==> config.mk <==
export PLATFORM = sky130hd
export DESIGN_NAME = ldr_wb_sequencer
export DESIGN_NICKNAME = d
export VERILOG_FILES = /design/src/rtl/ldr_wb_pkg.sv /design/src/rtl/ldr_wb_latency_cnt.sv /design/src/rtl/ldr_wb_sequencer.sv
export SDC_FILE = /design/constraint.sdc
export NUM_CORES = 1
export LEC_CHECK = 0
export CORE_MARGIN = 3
export CORE_UTILIZATION = 41
export CTS_CLUSTER_SIZE = 10
export DETAILED_ROUTE_END_ITERATION = 8
export HOLD_SLACK_MARGIN = 0.05
export PLACE_DENSITY = 0.79
export REMOVE_ABC_BUFFERS = 1
export SLEW_MARGIN = 20
export SYNTH_ARGS = -nofsm -noshare
export SYNTH_HDL_FRONTEND = slang
export SYNTH_SLANG_ARGS = --single-unit
==> constraint.sdc <==
create_clock -name clk -period 2.3 [get_ports clk]
set_input_delay 0.23 -clock clk [delete_from_list [all_inputs] [get_ports clk]]
set_output_delay 0.23 -clock clk [all_outputs]
set_load 0.005 [all_outputs]
==> src/rtl/ldr_wb_pkg.sv <==
`default_nettype none
// ============================================================================
//  Module   : ldr_wb_pkg
//  Purpose  : Shared types and default widths for the load/store writeback
//             sequencer (FSM states, op classes, width constants).
//  Revision : 1.0 - initial release
// ============================================================================
package ldr_wb_pkg;

  // Sequencer FSM states
  typedef enum logic [2:0] {
    IDLE    = 3'd0,
    RD_REQ  = 3'd1,
    RD_WAIT = 3'd2,
    WB      = 3'd3,
    STORE   = 3'd4,
    NOP     = 3'd5
  } state_t;

  // Instruction class derived from the decode flags
  typedef enum logic [1:0] {
    OP_ALU = 2'd0,
    OP_LDR = 2'd1,
    OP_STR = 2'd2,
    OP_BAD = 2'd3
  } op_t;

  localparam int c_DEF_RAM_LATENCY = 1;
  localparam int c_DEF_ADDR_W      = 32;
  localparam int c_DEF_REG_IDX_W   = 4;
  localparam int c_DATA_W          = 32;
  localparam int c_CNT_W           = 3;   // covers RAM_LATENCY-1 up to 6

  // Both flags set at once is not a real instruction; it becomes a NOP.
  function automatic op_t decode_op(input logic is_ldr, input logic is_str);
    op_t op;
    case ({is_ldr, is_str})
      2'b00:   op = OP_ALU;
      2'b10:   op = OP_LDR;
      2'b01:   op = OP_STR;
      default: op = OP_BAD;
    endcase
    return op;
  endfunction

endpackage
`default_nettype wire

==> src/rtl/ldr_wb_latency_cnt.sv <==
`default_nettype none
// ============================================================================
//  Module   : ldr_wb_latency_cnt
//  Purpose  : Loadable down-counter with a zero flag, used to wait out the
//             RAM read latency. Saturates at zero.
//  Revision : 1.0 - initial release
// ============================================================================
module ldr_wb_latency_cnt #(
  parameter int CNT_W = 3
) (
  input  logic             clk,
  input  logic             rst,
  input  logic             load,
  input  logic [CNT_W-1:0] load_val,
  input  logic             dec,
  output logic [CNT_W-1:0] count,
  output logic             done
);

  logic [CNT_W-1:0] r_count;

  // Load takes priority over decrement; decrement stops at zero
  always_ff @(posedge clk) begin
    if (rst) begin
      r_count <= '0;
    end else if (load) begin
      r_count <= load_val;
    end else if (dec && (r_count != '0)) begin
      r_count <= r_count - 1'b1;
    end
  end

  assign count = r_count;
  assign done  = (r_count == '0);

endmodule
`default_nettype wire

==> src/rtl/ldr_wb_sequencer.sv <==
`default_nettype none
// ============================================================================
//  Module   : ldr_wb_sequencer
//  Purpose  : Memory-stage / writeback sequencer. Accepts one decoded
//             instruction at a time, issues one-cycle RAM read/write strobes,
//             waits out RAM latency and drives the writeback-mux select plus
//             the register-bank write strobe.
//  Options  : LDR_WB_TRACE_EN - simulation trace of accepts and register
//             writes, plus a check against accepting is_ldr & is_str.
//  Revision : 1.0 - initial release
// ============================================================================
module ldr_wb_sequencer
  import ldr_wb_pkg::*;
#(
  parameter int RAM_LATENCY = c_DEF_RAM_LATENCY,
  parameter int ADDR_W      = c_DEF_ADDR_W,
  parameter int REG_IDX_W   = c_DEF_REG_IDX_W
) (
  input  logic                 clk,
  input  logic                 rst,
  input  logic                 instr_valid,
  output logic                 instr_ready,
  input  logic                 is_ldr,
  input  logic                 is_str,
  input  logic [ADDR_W-1:0]    mem_addr,
  input  logic [c_DATA_W-1:0]  str_data,
  input  logic [REG_IDX_W-1:0] dest_reg,
  output logic [ADDR_W-1:0]    ram_addr,
  output logic                 ram_rd_en,
  output logic                 ram_wr_en,
  output logic [c_DATA_W-1:0]  ram_wdata,
  output logic                 sel_ldr_mux,
  output logic                 reg_wr_en,
  output logic [REG_IDX_W-1:0] reg_wr_addr,
  output logic                 busy
);

  localparam logic [c_CNT_W-1:0] c_LAT_LOAD = c_CNT_W'(RAM_LATENCY - 1);

  state_t                 r_state;
  state_t                 w_state_nxt;
  op_t                    w_op;
  logic                   w_accept;
  logic                   w_cnt_load;
  logic                   w_cnt_dec;
  logic                   w_cnt_done;
  logic [c_CNT_W-1:0]     w_cnt_val;
  logic [ADDR_W-1:0]      r_ram_addr;
  logic [c_DATA_W-1:0]    r_ram_wdata;
  logic [REG_IDX_W-1:0]   r_dest;
  logic                   r_sel_ldr;

  assign w_op       = decode_op(is_ldr, is_str);
  assign w_accept   = instr_valid && (r_state == IDLE);
  assign w_cnt_load = w_accept && (w_op == OP_LDR);
  assign w_cnt_dec  = (r_state == RD_REQ) || (r_state == RD_WAIT);

  ldr_wb_latency_cnt #(
    .CNT_W    (c_CNT_W)
  ) u_lat_cnt (
    .clk      (clk),
    .rst      (rst),
    .load     (w_cnt_load),
    .load_val (c_LAT_LOAD),
    .dec      (w_cnt_dec),
    .count    (w_cnt_val),
    .done     (w_cnt_done)
  );

  // FSM state register
  always_ff @(posedge clk) begin
    if (rst) begin
      r_state <= IDLE;
    end else begin
      r_state <= w_state_nxt;
    end
  end

  // Next-state logic and state-decoded strobes
  always_comb begin
    w_state_nxt = r_state;
    instr_ready = 1'b0;
    ram_rd_en   = 1'b0;
    ram_wr_en   = 1'b0;
    reg_wr_en   = 1'b0;
    busy        = 1'b1;
    case (r_state)
      IDLE: begin
        instr_ready = 1'b1;
        busy        = 1'b0;
        if (w_accept) begin
          case (w_op)
            OP_ALU:  w_state_nxt = WB;
            OP_LDR:  w_state_nxt = RD_REQ;
            OP_STR:  w_state_nxt = STORE;
            default: w_state_nxt = NOP;
          endcase
        end
      end
      RD_REQ: begin
        ram_rd_en   = 1'b1;
        w_state_nxt = w_cnt_done ? WB : RD_WAIT;
      end
      RD_WAIT: begin
        w_state_nxt = w_cnt_done ? WB : RD_WAIT;
      end
      WB: begin
        reg_wr_en   = 1'b1;
        w_state_nxt = IDLE;
      end
      STORE: begin
        ram_wr_en   = 1'b1;
        w_state_nxt = IDLE;
      end
      default: begin
        w_state_nxt = IDLE;
      end
    endcase
  end

  // Capture operands on the accepting edge; the mux select is only updated
  // when entering WB so it holds its value in every other state. Entering WB
  // from IDLE means an ALU op, from the read states means a load.
  always_ff @(posedge clk) begin
    if (rst) begin
      r_ram_addr  <= '0;
      r_ram_wdata <= '0;
      r_dest      <= '0;
      r_sel_ldr   <= 1'b0;
    end else begin
      if (w_accept && ((w_op == OP_LDR) || (w_op == OP_STR))) begin
        r_ram_addr <= mem_addr;
      end
      if (w_accept && (w_op == OP_STR)) begin
        r_ram_wdata <= str_data;
      end
      if (w_accept && ((w_op == OP_LDR) || (w_op == OP_ALU))) begin
        r_dest <= dest_reg;
      end
      if (w_state_nxt == WB) begin
        r_sel_ldr <= (r_state != IDLE);
      end
    end
  end

  assign ram_addr    = r_ram_addr;
  assign ram_wdata   = r_ram_wdata;
  assign reg_wr_addr = r_dest;
  assign sel_ldr_mux = r_sel_ldr;

`ifdef LDR_WB_TRACE_EN
  logic [31:0] r_cycle;

  // Free-running cycle count for trace messages
  always_ff @(posedge clk) begin
    if (rst) begin
      r_cycle <= '0;
    end else begin
      r_cycle <= r_cycle + 32'd1;
    end
  end

  // Trace accepts and register writes; flag accepted illegal flag pairs
  always_ff @(posedge clk) begin
    if (!rst) begin
      if (w_accept) begin
        $display("[ldr_wb] cyc=%0d accept state=%s op=%s dest=%0d sel=%0b",
                 r_cycle, r_state.name(), w_op.name(), dest_reg, r_sel_ldr);
        assert (!(is_ldr && is_str))
          else $error("[ldr_wb] cyc=%0d is_ldr and is_str accepted together", r_cycle);
      end
      if (reg_wr_en) begin
        $display("[ldr_wb] cyc=%0d reg_wr state=%s dest=%0d sel=%0b",
                 r_cycle, r_state.name(), r_dest, r_sel_ldr);
      end
    end
  end
`endif

endmodule
`default_nettype wire

# Word-level counts from Yosys, hierarchy flattened

Cells that the tools add are included.

Flip-flop bits (word level): 75
Bits of input ports: 73
Output and inout port bits: 74
Word-level logic and storage cells: 43

Add/subtract/negate cells: 1
Eq/ne operators: 9
Muxes and demuxes: 10
Reduce and logical (&&, ||, !) cells: 17

Operator list:

| operator              | count |
|---|---|
| $eq A3 B2 Y1 const B  | 3 |
| $pmux W3 S3           | 1 |
| $logic_and A1 B1 Y1   | 6 |
| $logic_not A3 Y1      | 2 |
| $mux W1               | 6 |
| $pmux W2 S3           | 1 |
| $pmux W3 S2           | 1 |
| $reduce_bool A3 Y1    | 2 |
| $eq A2 B1 Y1 const B  | 2 |
| $eq A2 B2 Y1 const B  | 2 |
| $logic_not A2 Y1      | 2 |
| $reduce_or A2 Y1      | 2 |
| $eq A3 B1 Y1 const B  | 1 |
| $eq A3 B3 Y1 const B  | 1 |
| $logic_or A1 B1 Y1    | 3 |
| $mux W3               | 1 |
| $sub A3 B1 Y3 const B | 1 |

# Longest topological paths before layout

Depth in word-level cells: 7
Depth in mapped cells: 7
Depth with buffers taken out: 5

# By module

Synthesis repeated with hierarchy kept, for this count alone.

Cells, all modules: 375
Area, all modules: 3093.0 sq um

By module, submodules not included:

| module             | instances | cells an instance | area each (sq um) | sequential area each (sq um) |
|---|---|---|---|---|
| ldr_wb_sequencer   | 1         | 354               | 2910.3            | 1441.4 |
| ldr_wb_latency_cnt | 1         | 21                | 182.7             | 60.1 |

# Worst setup path before layout

No wires, ideal clock.

Kind: reg2reg
Start: reg r_state[1]
End: reg r_ram_wdata[11] (netlist: ram_wdata[11])
Setup time: 132 ps
Arrival: 1482 ps
Data required time: 2168 ps
Setup slack: 686 ps
Cell stages (with the launch flop): 8
Buffers on the path: 4
Clock period less this slack: 1614 ps
Cells stage by stage: dfxtp_1 > buf_4 > or4b_4 > buf_6 > buf_6 > buf_6 > o21ai_1 > a21oi_1

Cells in the longest elaborated chain, start to end: 3

RTL lines:

| what                   | line                    | RTL |
|---|---|---|
| from (decl)            | ldr_wb_sequencer.sv:40  | `state_t r_state;` |
| from (signal assigned) | ldr_wb_sequencer.sv:75  | `r_state <= w_state_nxt;` |
| $logic_not A3 Y1       | ldr_wb_sequencer.sv:54  | `assign w_accept = instr_valid && (r_state == IDLE);` |
| $logic_and A1 B1 Y1    | ldr_wb_sequencer.sv:54  |  |
| $logic_and A1 B1 Y1    | ldr_wb_sequencer.sv:134 | `if (w_accept && (w_op == OP_STR)) begin` |
| to (signal assigned)   | ldr_wb_sequencer.sv:135 | `r_ram_wdata <= str_data;` |
| to (decl)              | ldr_wb_sequencer.sv:49  | `logic [c_DATA_W-1:0] r_ram_wdata;` |

No other way between the ends.
A chain may end at the register's enable or synchronous reset.

# Final worst setup path

Start: reg r_state[2]
End: out ram_wr_en

Cells in the longest elaborated chain, start to end: 2

RTL lines:

| what         | line                   | RTL |
|---|---|---|
| $eq A3 B3 Y1 | ldr_wb_sequencer.sv:87 | `case (r_state)` |
| $mux W1      | ldr_wb_sequencer.sv:87 |  |
| to (decl)    | ldr_wb_sequencer.sv:30 | `output logic ram_wr_en,` |

No other way between the ends.

==> impl_metrics.ini <==
[critical_path]
crit_family = buffers and inverters
cp_slowest_cell = dfxtp_1
crit_fanout = 10
cp_cell_sequence = inv_1 -> nor3_1 -> clkdlybuf4s50_1
worstPathArrival_ns = 1.80
r2r_slack_ns = 0.44
cpPeakStageDelay_ns = 0.55
cp-end-kind = primary output
cp.required_ns = 2.07
reg2reg_to = ram_wdata[18]
worst_r2r_path_depth = 3
path_buf_inv = 2
rr_startpoint = r_state[2]
path_class = flip-flop to primary output
cp-start-kind = flip-flop

[power]
p_leak_nw = 1.594
p_comb_frac = 0.288
fin_total_pwr_mw = 3.291
p_seq_frac = 0.454
power_frac_clock = 0.258
swShare = 0.3041
switchingPower_mw = 1.001
internal-power_mw = 2.290
vdd_drop_max_v = 0.0007632
pwr_density_cell_nw_per_um2 = 703.6

[die]
floorplan.initialDensity = 0.4346
chipWidth_um = 92.26
die_h_um = 92.26
design.core.area_um2 = 7019
boundaryPins = 147
rows = 30
dieArea_um2 = 8511

[sta]
fin_crit_sh = 0.8839
rsz0062_at_grt = no
hold_violations = 0
slew_violations = 0
setup_tns_ns = 0
min_period_ns = 2.033
maxClockFrequency_ghz = 0.4919
finalSetupViolCount = 0
clock-skew-final_ns = 0.009298
relSlewSlack = 0.4649
tightest_slew_ns = 0.8018

[finish]
syn_to_final_growth_pct = 53.32
fin_nets = 568
multi_input_area_um2 = 1334
seq_area_um2 = 1501
fillers = 596
final_cells = 589
insertedDiodeCount = 0
drive_gt1_frac = 0.04665

[global_route]
grt_first_pass_wirelength_um = 14460
track_usage = 0.2088
grt_pass1_vias = 3007
antenna_found_initial = 0
grt_max_degree = 72
globalRouteOverflowTotal = 0

[routing]
drtAntennaViolNets = 0
dr.pass1.iters = 4
vias_per_cell = 5.348
vias = 3150
wl_um = 8975
drt_iter0_markers = 168
drt-wirelength-per-cell_um = 15.24
drc = 0

[logic_synthesis]
ys_seq_elements = 75
synth_top_flop_cell = dfxtp_1
synth_edf_count = 0
async_reset_ff_frac = 0
synthTopCellsByArea = dfxtp_1 (49%), a21oi_1 (12%), nand3_1 (11%)
synth_top_area_share = 0.4922
synth_warnings = 0
ys_seq_area_frac = 0.4922
syn-instance-count = 367
synth.distinct_cells = 34
syn_area_um2 = 3050
yosysTopAreaCell = dfxtp_1
syn_avg_cell_area_um2 = 8.312

[clocking]
numCtsBuffers = 9
clk_pin_slew_ns = 0.07
cts_resized = 0
cts_setup_buffers = 0
cts_sinks = 75
clock-root-buffer = clkbuf_8
htreeDepth = 3
clock_latency_ns = 0.33
cts_tree = built
clk_path_buf_depth = 2
holdBufCountCts = 0

[place]
placed_cells = 574
globalplace.congestion = 0.7974
io_buffers = 146
dpl.hpwl_um = 5877

[worst_hold_path]
hold_class = input port to flip-flop
holdPathStages = 2
hold_end = r_state[0]
hold_path_startpoint = rst

[run_status]
outcome = finished, final reports clean

[run]
maxCapViolations = 0
[worst max-delay path by stage]
stage,start,end,cells past startpoint
after floorplan,r_state[2],r_state[0],3
after global placement,is_ldr,ram_addr[17],6
after detailed placement,is_ldr,ram_addr[2],6
after CTS,r_state[2],ram_wr_en,3
after global routing,r_state[2],ram_wr_en,3
final,r_state[2],ram_wr_en,3
[logic make-up (layout without fill, tap and decap cells)]
| group | after synthesis | after routing | synth area share |
|---|---|---|---|
| AO/OA/AOI/OAI | 147 | 147 | 0.2486 |
| XOR/XNOR | 2 | 2 | 0.005743 |
| adder cells (fa/ha/maj) | 6 | 6 | 0.02461 |
| buffers and inverters | 48 | 174 | 0.07342 |
| flip-flops | 75 | 75 | 0.4922 |
| AND/OR/NAND/NOR | 89 | 89 | 0.1555 |
[synthesized netlist by cell type, types with 4 or more instances]
cell type	instances
a21oi_1	71
ha_1	6
inv_1	8
nor3_1	4
nand3_1	68
o21ai_0	59
buf_2	8
o21ai_1	9
clkbuf_1	26
dfxtp_1	75
nor2_1	4
buf_6	4
[final cells by class]
class | instances | share of cell area
clock buffer | 12 | 0.03103
clock inverter | 3 | 0.003210
inverter | 8 | 0.006421
multi-input combinational | 244 | 0.2852
sequential | 75 | 0.3210
tap | 96 | 0.02568
timing repair buffer | 151 | 0.3274
[state kept, by name (all words and copies together) (netlist names)]
register and count:
reg_wr_addr 4, ram_wdata 32, sel_ldr_mux 1, ram_addr 32, u_lat_cnt.count 3, r_state 3
[power groups by stage]
stage	registers (mW)	clock network, mW	logic [mW]
2_1_floorplan	1.51	0	0.401
3_3_place_gp	1.52	0	0.931
3_5_place_dp	1.52	0	0.941
4_1_cts	1.49	0.883	0.949
5_1_grt	1.51	0.930	1.03
6_report	1.49	0.849	0.948
[routing by layer]
layer	global-route usage	vias to the layer above	wire, um
li1	-	1550	-
met2	0.3394	122	4308
met5	0	-	0
met3	0.05086	14	618
met4	0.08168	0	189
met1	0.2666	1464	3859
[cells in the final DEF, fill, tap and decap left out, types with 2 or more instances in the layout]
master,instances
clkdlybuf4s50_1,145
dfxtp_1,75
a21oi_1,71
nand3_1,68
o21ai_0,59
clkbuf_8,10
o21ai_1,9
inv_1,8
ha_1,6
nor3_1,4
nor2_1,4
clkinv_2,3
buf_12,3
nor3b_1,2
nor2b_1,2
nand2b_1,2
clkbuf_1,2
buf_4,2
[metrics by stage]
stage | utilization | instance area (um2) | hold slack, ns | worst slack [ns]
floorplan | - | 2856 | 0.2991 | -1.581
global placement | 0.6435 | 4517 | 0.4558 | 0.1546
detailed placement | 0.6435 | 4517 | 0.4653 | 0.07670
CTS | 0.6663 | 4677 | 0.3846 | 0.2258
global route | 0.6663 | 4677 | 0.4090 | 0.1498
finish | 0.6663 | 4677 | 0.4066 | 0.2670
Note: power is estimated with default switching activity, not from simulation.
